`config.mk`:
```
export PLATFORM = sky130hd
export DESIGN_NAME = alu_mux_pipe
export DESIGN_NICKNAME = d
export VERILOG_FILES = /design/src/rtl/alu_pkg.sv /design/src/rtl/alu_mux_sel.sv /design/src/rtl/alu_mux_pipe.sv
export SDC_FILE = /design/constraint.sdc
export NUM_CORES = 1
export LEC_CHECK = 0
export CORE_MARGIN = 4
export CORE_UTILIZATION = 28
export DETAILED_ROUTE_END_ITERATION = 16
export GPL_ROUTABILITY_DRIVEN = 0
export GPL_TIMING_DRIVEN = 0
export SLEW_MARGIN = 20
export SYNTH_ARGS = -nofsm -noshare
export SYNTH_HDL_FRONTEND = slang
export SYNTH_SLANG_ARGS = --single-unit
```
`constraint.sdc`:
```
create_clock -name clk -period 2.9 [get_ports clk]
set_clock_uncertainty 0.2 [all_clocks]
set_input_delay 0.725 -clock clk [delete_from_list [all_inputs] [get_ports clk]]
set_output_delay 0.725 -clock clk [all_outputs]
set_load 0.01 [all_outputs]
```
`src/rtl/alu_pkg.sv`:
```
// ----------------------------------------------------------------------------
// alu_pkg
// Shared constants for the ALU result-select path.
//   - Default datapath geometry (width, number of result sources, select width).
//   - Select codes naming each ALU result source.
//   - Occupancy state encoding used by alu_mux_pipe.
// ----------------------------------------------------------------------------
package alu_pkg;

    localparam int ALU_WIDTH   = 16;
    localparam int ALU_NUM_SRC = 16;
    localparam int ALU_SEL_W   = 4;

    // Result source select codes (index into the flattened din bus).
    localparam logic [ALU_SEL_W-1:0] SRC_ADD    = 4'd0;
    localparam logic [ALU_SEL_W-1:0] SRC_SUB    = 4'd1;
    localparam logic [ALU_SEL_W-1:0] SRC_AND    = 4'd2;
    localparam logic [ALU_SEL_W-1:0] SRC_OR     = 4'd3;
    localparam logic [ALU_SEL_W-1:0] SRC_XOR    = 4'd4;
    localparam logic [ALU_SEL_W-1:0] SRC_SLL    = 4'd5;
    localparam logic [ALU_SEL_W-1:0] SRC_SRL    = 4'd6;
    localparam logic [ALU_SEL_W-1:0] SRC_SRA    = 4'd7;
    localparam logic [ALU_SEL_W-1:0] SRC_SLT    = 4'd8;
    localparam logic [ALU_SEL_W-1:0] SRC_SLTU   = 4'd9;
    localparam logic [ALU_SEL_W-1:0] SRC_MUL_LO = 4'd10;
    localparam logic [ALU_SEL_W-1:0] SRC_MUL_HI = 4'd11;
    localparam logic [ALU_SEL_W-1:0] SRC_DIV    = 4'd12;
    localparam logic [ALU_SEL_W-1:0] SRC_REM    = 4'd13;
    localparam logic [ALU_SEL_W-1:0] SRC_PASS_A = 4'd14;
    localparam logic [ALU_SEL_W-1:0] SRC_PASS_B = 4'd15;

    // Number of words held by the pipe: none, y register only, y + skid.
    typedef enum logic [1:0] {
        OCC_EMPTY = 2'd0,
        OCC_ONE   = 2'd1,
        OCC_TWO   = 2'd2
    } occ_state_e;

endpackage

```
`src/rtl/alu_mux_sel.sv`:
```
// ----------------------------------------------------------------------------
// alu_mux_sel
// Purely combinational indexed select: data_o = input sel_i of din_i, or zero
// when sel_i does not name an existing input (sel_i >= NUM_IN).
// Ports:
//   din_i  [NUM_IN*WIDTH-1:0]  flattened inputs, input k at din_i[k*WIDTH +: WIDTH]
//   sel_i  [SEL_W-1:0]         input index
//   data_o [WIDTH-1:0]         selected word
// ----------------------------------------------------------------------------
module alu_mux_sel
    import alu_pkg::*;
#(
    parameter int WIDTH  = ALU_WIDTH,
    parameter int NUM_IN = ALU_NUM_SRC,
    parameter int SEL_W  = ALU_SEL_W
) (
    input  logic [NUM_IN*WIDTH-1:0] din_i,
    input  logic [SEL_W-1:0]        sel_i,
    output logic [WIDTH-1:0]        data_o
);

    // Compare against every legal index instead of using a variable part-select,
    // so codes past NUM_IN never address outside din_i and fall through to zero.
    always_comb begin
        data_o = '0;
        for (int k = 0; k < NUM_IN; k++) begin
            if (sel_i == SEL_W'(k)) begin
                data_o = din_i[k*WIDTH +: WIDTH];
            end
        end
    end

endmodule

```
`src/rtl/alu_mux_pipe.sv`:
```
// ----------------------------------------------------------------------------
// alu_mux_pipe
// Registered N:1 ALU result select behind a valid/ready handshake with a
// 2-entry skid buffer (y register + skid register). Full throughput, 1-cycle
// latency, in_ready driven from registered state only.
//
// Handshake: a word moves across an interface on a rising clk edge where both
// its valid and ready are high (accept = in_valid & in_ready, transfer =
// out_valid & out_ready). Once raised, out_valid and y stay stable until the
// transfer happens.
//
// Ports:
//   clk        rising-edge clock
//   rst        asynchronous, active-high reset
//   din        flattened inputs, input k at din[k*WIDTH +: WIDTH]
//   sel        input index, sampled on accept
//   in_valid   din/sel valid
//   in_ready   block can accept (registered)
//   y          selected word (registered)
//   out_valid  y valid
//   out_ready  consumer accepts y
//   sel_err    out-of-range select flag for the word on y
//              (only when MUX_SEL_ERR_EN is defined)
//   dbg_state  occupancy state (alu_pkg::occ_state_e encoding)
//
// Build option: `define MUX_SEL_ERR_EN adds the sel_err port and the flag that
// travels with each word through the skid path.
// ----------------------------------------------------------------------------
module alu_mux_pipe
    import alu_pkg::*;
#(
    parameter int WIDTH  = ALU_WIDTH,
    parameter int NUM_IN = ALU_NUM_SRC,
    parameter int SEL_W  = ALU_SEL_W
) (
    input  logic                    clk,
    input  logic                    rst,
    input  logic [NUM_IN*WIDTH-1:0] din,
    input  logic [SEL_W-1:0]        sel,
    input  logic                    in_valid,
    output logic                    in_ready,
    output logic [WIDTH-1:0]        y,
    output logic                    out_valid,
    input  logic                    out_ready,
`ifdef MUX_SEL_ERR_EN
    output logic                    sel_err,
`endif
    output logic [1:0]              dbg_state
);

    logic [WIDTH-1:0] word_d;
    occ_state_e       state_q;
    logic [WIDTH-1:0] y_q;
    logic [WIDTH-1:0] skid_q;
    logic             in_ready_q;
    logic             out_valid_q;
    logic             accept;
    logic             xfer;

    alu_mux_sel #(
        .WIDTH  (WIDTH),
        .NUM_IN (NUM_IN),
        .SEL_W  (SEL_W)
    ) u_sel (
        .din_i  (din),
        .sel_i  (sel),
        .data_o (word_d)
    );

`ifdef MUX_SEL_ERR_EN
    // One extra bit so NUM_IN == 2**SEL_W is representable.
    localparam logic [SEL_W:0] NUM_IN_L = (SEL_W+1)'(NUM_IN);

    logic oor_d;
    logic err_q;
    logic skid_err_q;

    assign oor_d = ({1'b0, sel} >= NUM_IN_L);
`endif

    assign accept = in_valid & in_ready_q;
    assign xfer   = out_valid_q & out_ready;

    always_ff @(posedge clk or posedge rst) begin
        if (rst) begin
            state_q     <= OCC_EMPTY;
            y_q         <= '0;
            skid_q      <= '0;
            in_ready_q  <= 1'b1;
            out_valid_q <= 1'b0;
`ifdef MUX_SEL_ERR_EN
            err_q       <= 1'b0;
            skid_err_q  <= 1'b0;
`endif
        end else begin
            case (state_q)
                OCC_EMPTY: begin
                    if (accept) begin
                        y_q         <= word_d;
`ifdef MUX_SEL_ERR_EN
                        err_q       <= oor_d;
`endif
                        out_valid_q <= 1'b1;
                        state_q     <= OCC_ONE;
                    end
                end
                OCC_ONE: begin
                    if (accept && xfer) begin
                        y_q   <= word_d;
`ifdef MUX_SEL_ERR_EN
                        err_q <= oor_d;
`endif
                    end else if (accept) begin
                        // Consumer stalled: park the new word and stop accepting.
                        skid_q     <= word_d;
`ifdef MUX_SEL_ERR_EN
                        skid_err_q <= oor_d;
`endif
                        in_ready_q <= 1'b0;
                        state_q    <= OCC_TWO;
                    end else if (xfer) begin
                        out_valid_q <= 1'b0;
                        state_q     <= OCC_EMPTY;
                    end
                end
                OCC_TWO: begin
                    // in_ready is low here, so no accept can coincide.
                    if (xfer) begin
                        y_q        <= skid_q;
`ifdef MUX_SEL_ERR_EN
                        err_q      <= skid_err_q;
`endif
                        in_ready_q <= 1'b1;
                        state_q    <= OCC_ONE;
                    end
                end
                default: begin
                    state_q     <= OCC_EMPTY;
                    in_ready_q  <= 1'b1;
                    out_valid_q <= 1'b0;
                end
            endcase
        end
    end

    assign in_ready  = in_ready_q;
    assign out_valid = out_valid_q;
    assign y         = y_q;
    assign dbg_state = state_q;
`ifdef MUX_SEL_ERR_EN
    assign sel_err   = err_q;
`endif

endmodule
```
==> qor.yml <==
status: "finished clean"
drt_iter0_drc: 541
path_class: "input port to flip-flop"
cts_tree: "built"
numPortBuffers: 282
grt_setup_unrepaired: "yes"
postCtsHoldBufs: 0
p_sw_w: 0.000602
post-place-ws_ns: -0.702
post-route-util_pct: 51.0
start_util_pct: 28.8
syn_to_final_growth_pct: 77.0
row_count: 45
setup_viol_count_final: 0
place_hpwl_mm: 21.0
drc: 0
grt.overflow.total: 0
drt_wl_total_mm: 25.7
ios: 284
crit_path_start_kind: "input port"
ys_top_cells_by_area: "dfrtp_1 20%, mux2i_1 13%, o21ai_0 6.7%, nor2_1 4.6%, a21oi_1 4.2%"
dieArea_mm2: 0.0178
holdWs_ns: 0.274
pwr-share-comb_pct: 44.9
worstPathRequired_ns: 2.86
irDropWorstVdd_v: 0.000217
pwr-share-seq_pct: 24.9
dr.pass1.iters: 5
worstSkewPairLatency_ns: 0.28
sw_frac_of_total_pct: 29.8
fin_crit_sh_pct: 98.7
internal-power_w: 0.00142
syn_inst: 573
grt_antenna_before_repair: 2
power_per_cell_area_mw_per_mm2: 258
worst_slew_pin_slew_ns: 0.770
yosys_most_used_dff: "dfrtp_1"
ys_ff_latch: 36
async_flop_share_pct: 100
cts-buffers-inserted: 5
wl_per_cell_um: 23.9
core_mm2: 0.0153
grt_pass1_wl_mm: 37.8
hold_violations: 0
cts_buffer_depth: 2
die_w_um: 134
max_freq_mhz: 349
cts_sinks: 36
synth_edf_count: 0
power.leakage_nw: 3.09
synth_top_cells_by_count: "59 x o21ai_0, 56 x mux2i_1, 54 x nor2_1"
vias_per_cell: 5.70
grt_max_degree: 37
worst_slack_ns: 0.0365
avgSynthCellArea_um2: 7.70
netlist_area_mm2: 0.00441
via_count: 6143
fillers: 1466
yosysUniqueCellTypes: 63
cp_max_fo: 10
path_clk_slew_ns: 0.06
grtUsageTotal_pct: 27.6
yosys.area.top_type: "dfrtp_1"
clkPwrFrac_pct: 30.2
ant_nets: 0
clock-root-buffer: "clkbuf_16"
fin_nets: 1127
tns_ns: 0
hold_class: "flip-flop to flip-flop"
htree_levels: 2
grt_pass1_vias: 6286
slew_viol_final: 0
ys_warn_count: 0
max_cap_viol_count: 0
arrival_ns: 2.82
layout_min_cycle_time_ns: 2.86
synth_most_common_cell: "o21ai_0"
crit_path_end_kind: "flip-flop"
syn_nets: 837
die_height_um: 134
slew_headroom_pct: 48.6
final_layout_size_suffix_gt1_share_pct: 11.6
yosysSeqAreaShare_pct: 20.4
yosysTopAreaCellShare_pct: 19.8
## layer usage
| layer | global-route usage (%) | part of all wire [%] | vias to the layer above |
|---|---|---|---|
| met5 | 0 | 0 | - |
| met4 | 8.97 | 2.7 | 0 |
| met3 | 5.02 | 9.6 | 46 |
| met2 | 46.2 | 48 | 410 |
| met1 | 35.9 | 40 | 2928 |
| li1 | - | - | 2759 |
## worst max-delay path, cell delays in order
cell and delay, ns:
clkdlybuf4s50_1 0.52, buf_6 0.17, buf_2 0.24, inv_1 0.25, a2111oi_2 0.37, a31o_1 0.16
a31oi_1 0.07, a221o_1 0.31
## path summary, 6_finish.rpt
check | startpoint | end | slack, ns | cells after the start
max in group asynchronous | rst | skid_q[3] | 1.30 | 2
min reg2reg | skid_q[1] | skid_q[1] | 0.27 | 2
max reg2reg | dbg_state[0] | y[7] | 0.63 | 7
max | sel[3] | y[14] | 0.04 | 8
min | skid_q[1] | skid_q[1] | 0.27 | 2
min in group asynchronous | rst | out_valid | 0.71 | 2
## placed cells by master, fill, tap and decap left out, types with 6 or more instances in the layout
cell type / count
mux4_2: 7
o221ai_1: 7
dfrtp_1: 35
a211oi_1: 10
nand3_1: 12
nor2_1: 52
mux2i_1: 56
buf_6: 8
clkbuf_4: 6
inv_1: 13
a31oi_1: 8
a21oi_1: 35
nor3_1: 19
nand2_1: 45
clkbuf_1: 7
nand2b_1: 8
buf_4: 13
o22ai_1: 16
nor2b_1: 12
a22oi_1: 8
buf_2: 15
mux2_2: 8
o21ai_0: 59
clkdlybuf4s50_1: 280
## kinds of logic after synthesis
group           count (synthesis)  synth area share [%]
flops                          36                  20.4
mux                            72                  18.7
compound gates                213                  32.1
simple gates                  186                  20.5
buf+inv                        66                  8.28
## metrics by stage
| stage | cell area, um2 | instances | power, W |
|---|---|---|---|
| after floorplan | 4410 | 573 | 0.000860 |
| after global placement | 7500 | 1066 | 0.00137 |
| after detailed placement | 7500 | 1066 | 0.00138 |
| after CTS | 7690 | 1074 | 0.00200 |
| after global routing | 7810 | 1077 | 0.00210 |
| final | 7810 | 1077 | 0.00202 |
## registers in the layout, summed over array words and instances, names as in the netlist
name and cells:
y 16, dbg_state 2, in_ready 1, skid_q 16, out_valid 1
## repair_timing
item                                    CTS  global route
endpoints found under the setup margin   32            28
setup buffers                             0             1
gates resized for setup                  14            35
hold endpoints to repair                  0             0
pin swaps                                 0             0
## layout make-up
cell class | instances | area, um2 | area share [%]
clock buffer | 6 | 129 | 1.65
antenna | 2 | 5.00 | 0.0641
timing repair buffer | 283 | 2830 | 36.2
clock inverter | 2 | 35.0 | 0.449
sequential | 36 | 902 | 11.6
tap | 211 | 264 | 3.38
multi-input combinational | 471 | 3250 | 41.6
buffer | 51 | 343 | 4.39
inverter | 15 | 56.3 | 0.721
## power groups by stage
stage	logic, W	clock network, W	registers (W)
2_1_floorplan	0.000348	0	0.000512
3_3_place_gp	0.000861	0	0.000512
3_5_place_dp	0.000867	0	0.000512
4_1_cts	0.000877	0.000615	0.000503
5_1_grt	0.000959	0.000640	0.000502
6_report	0.000907	0.000610	0.000503
No activity file was read; power rests on OpenSTA's default activity.
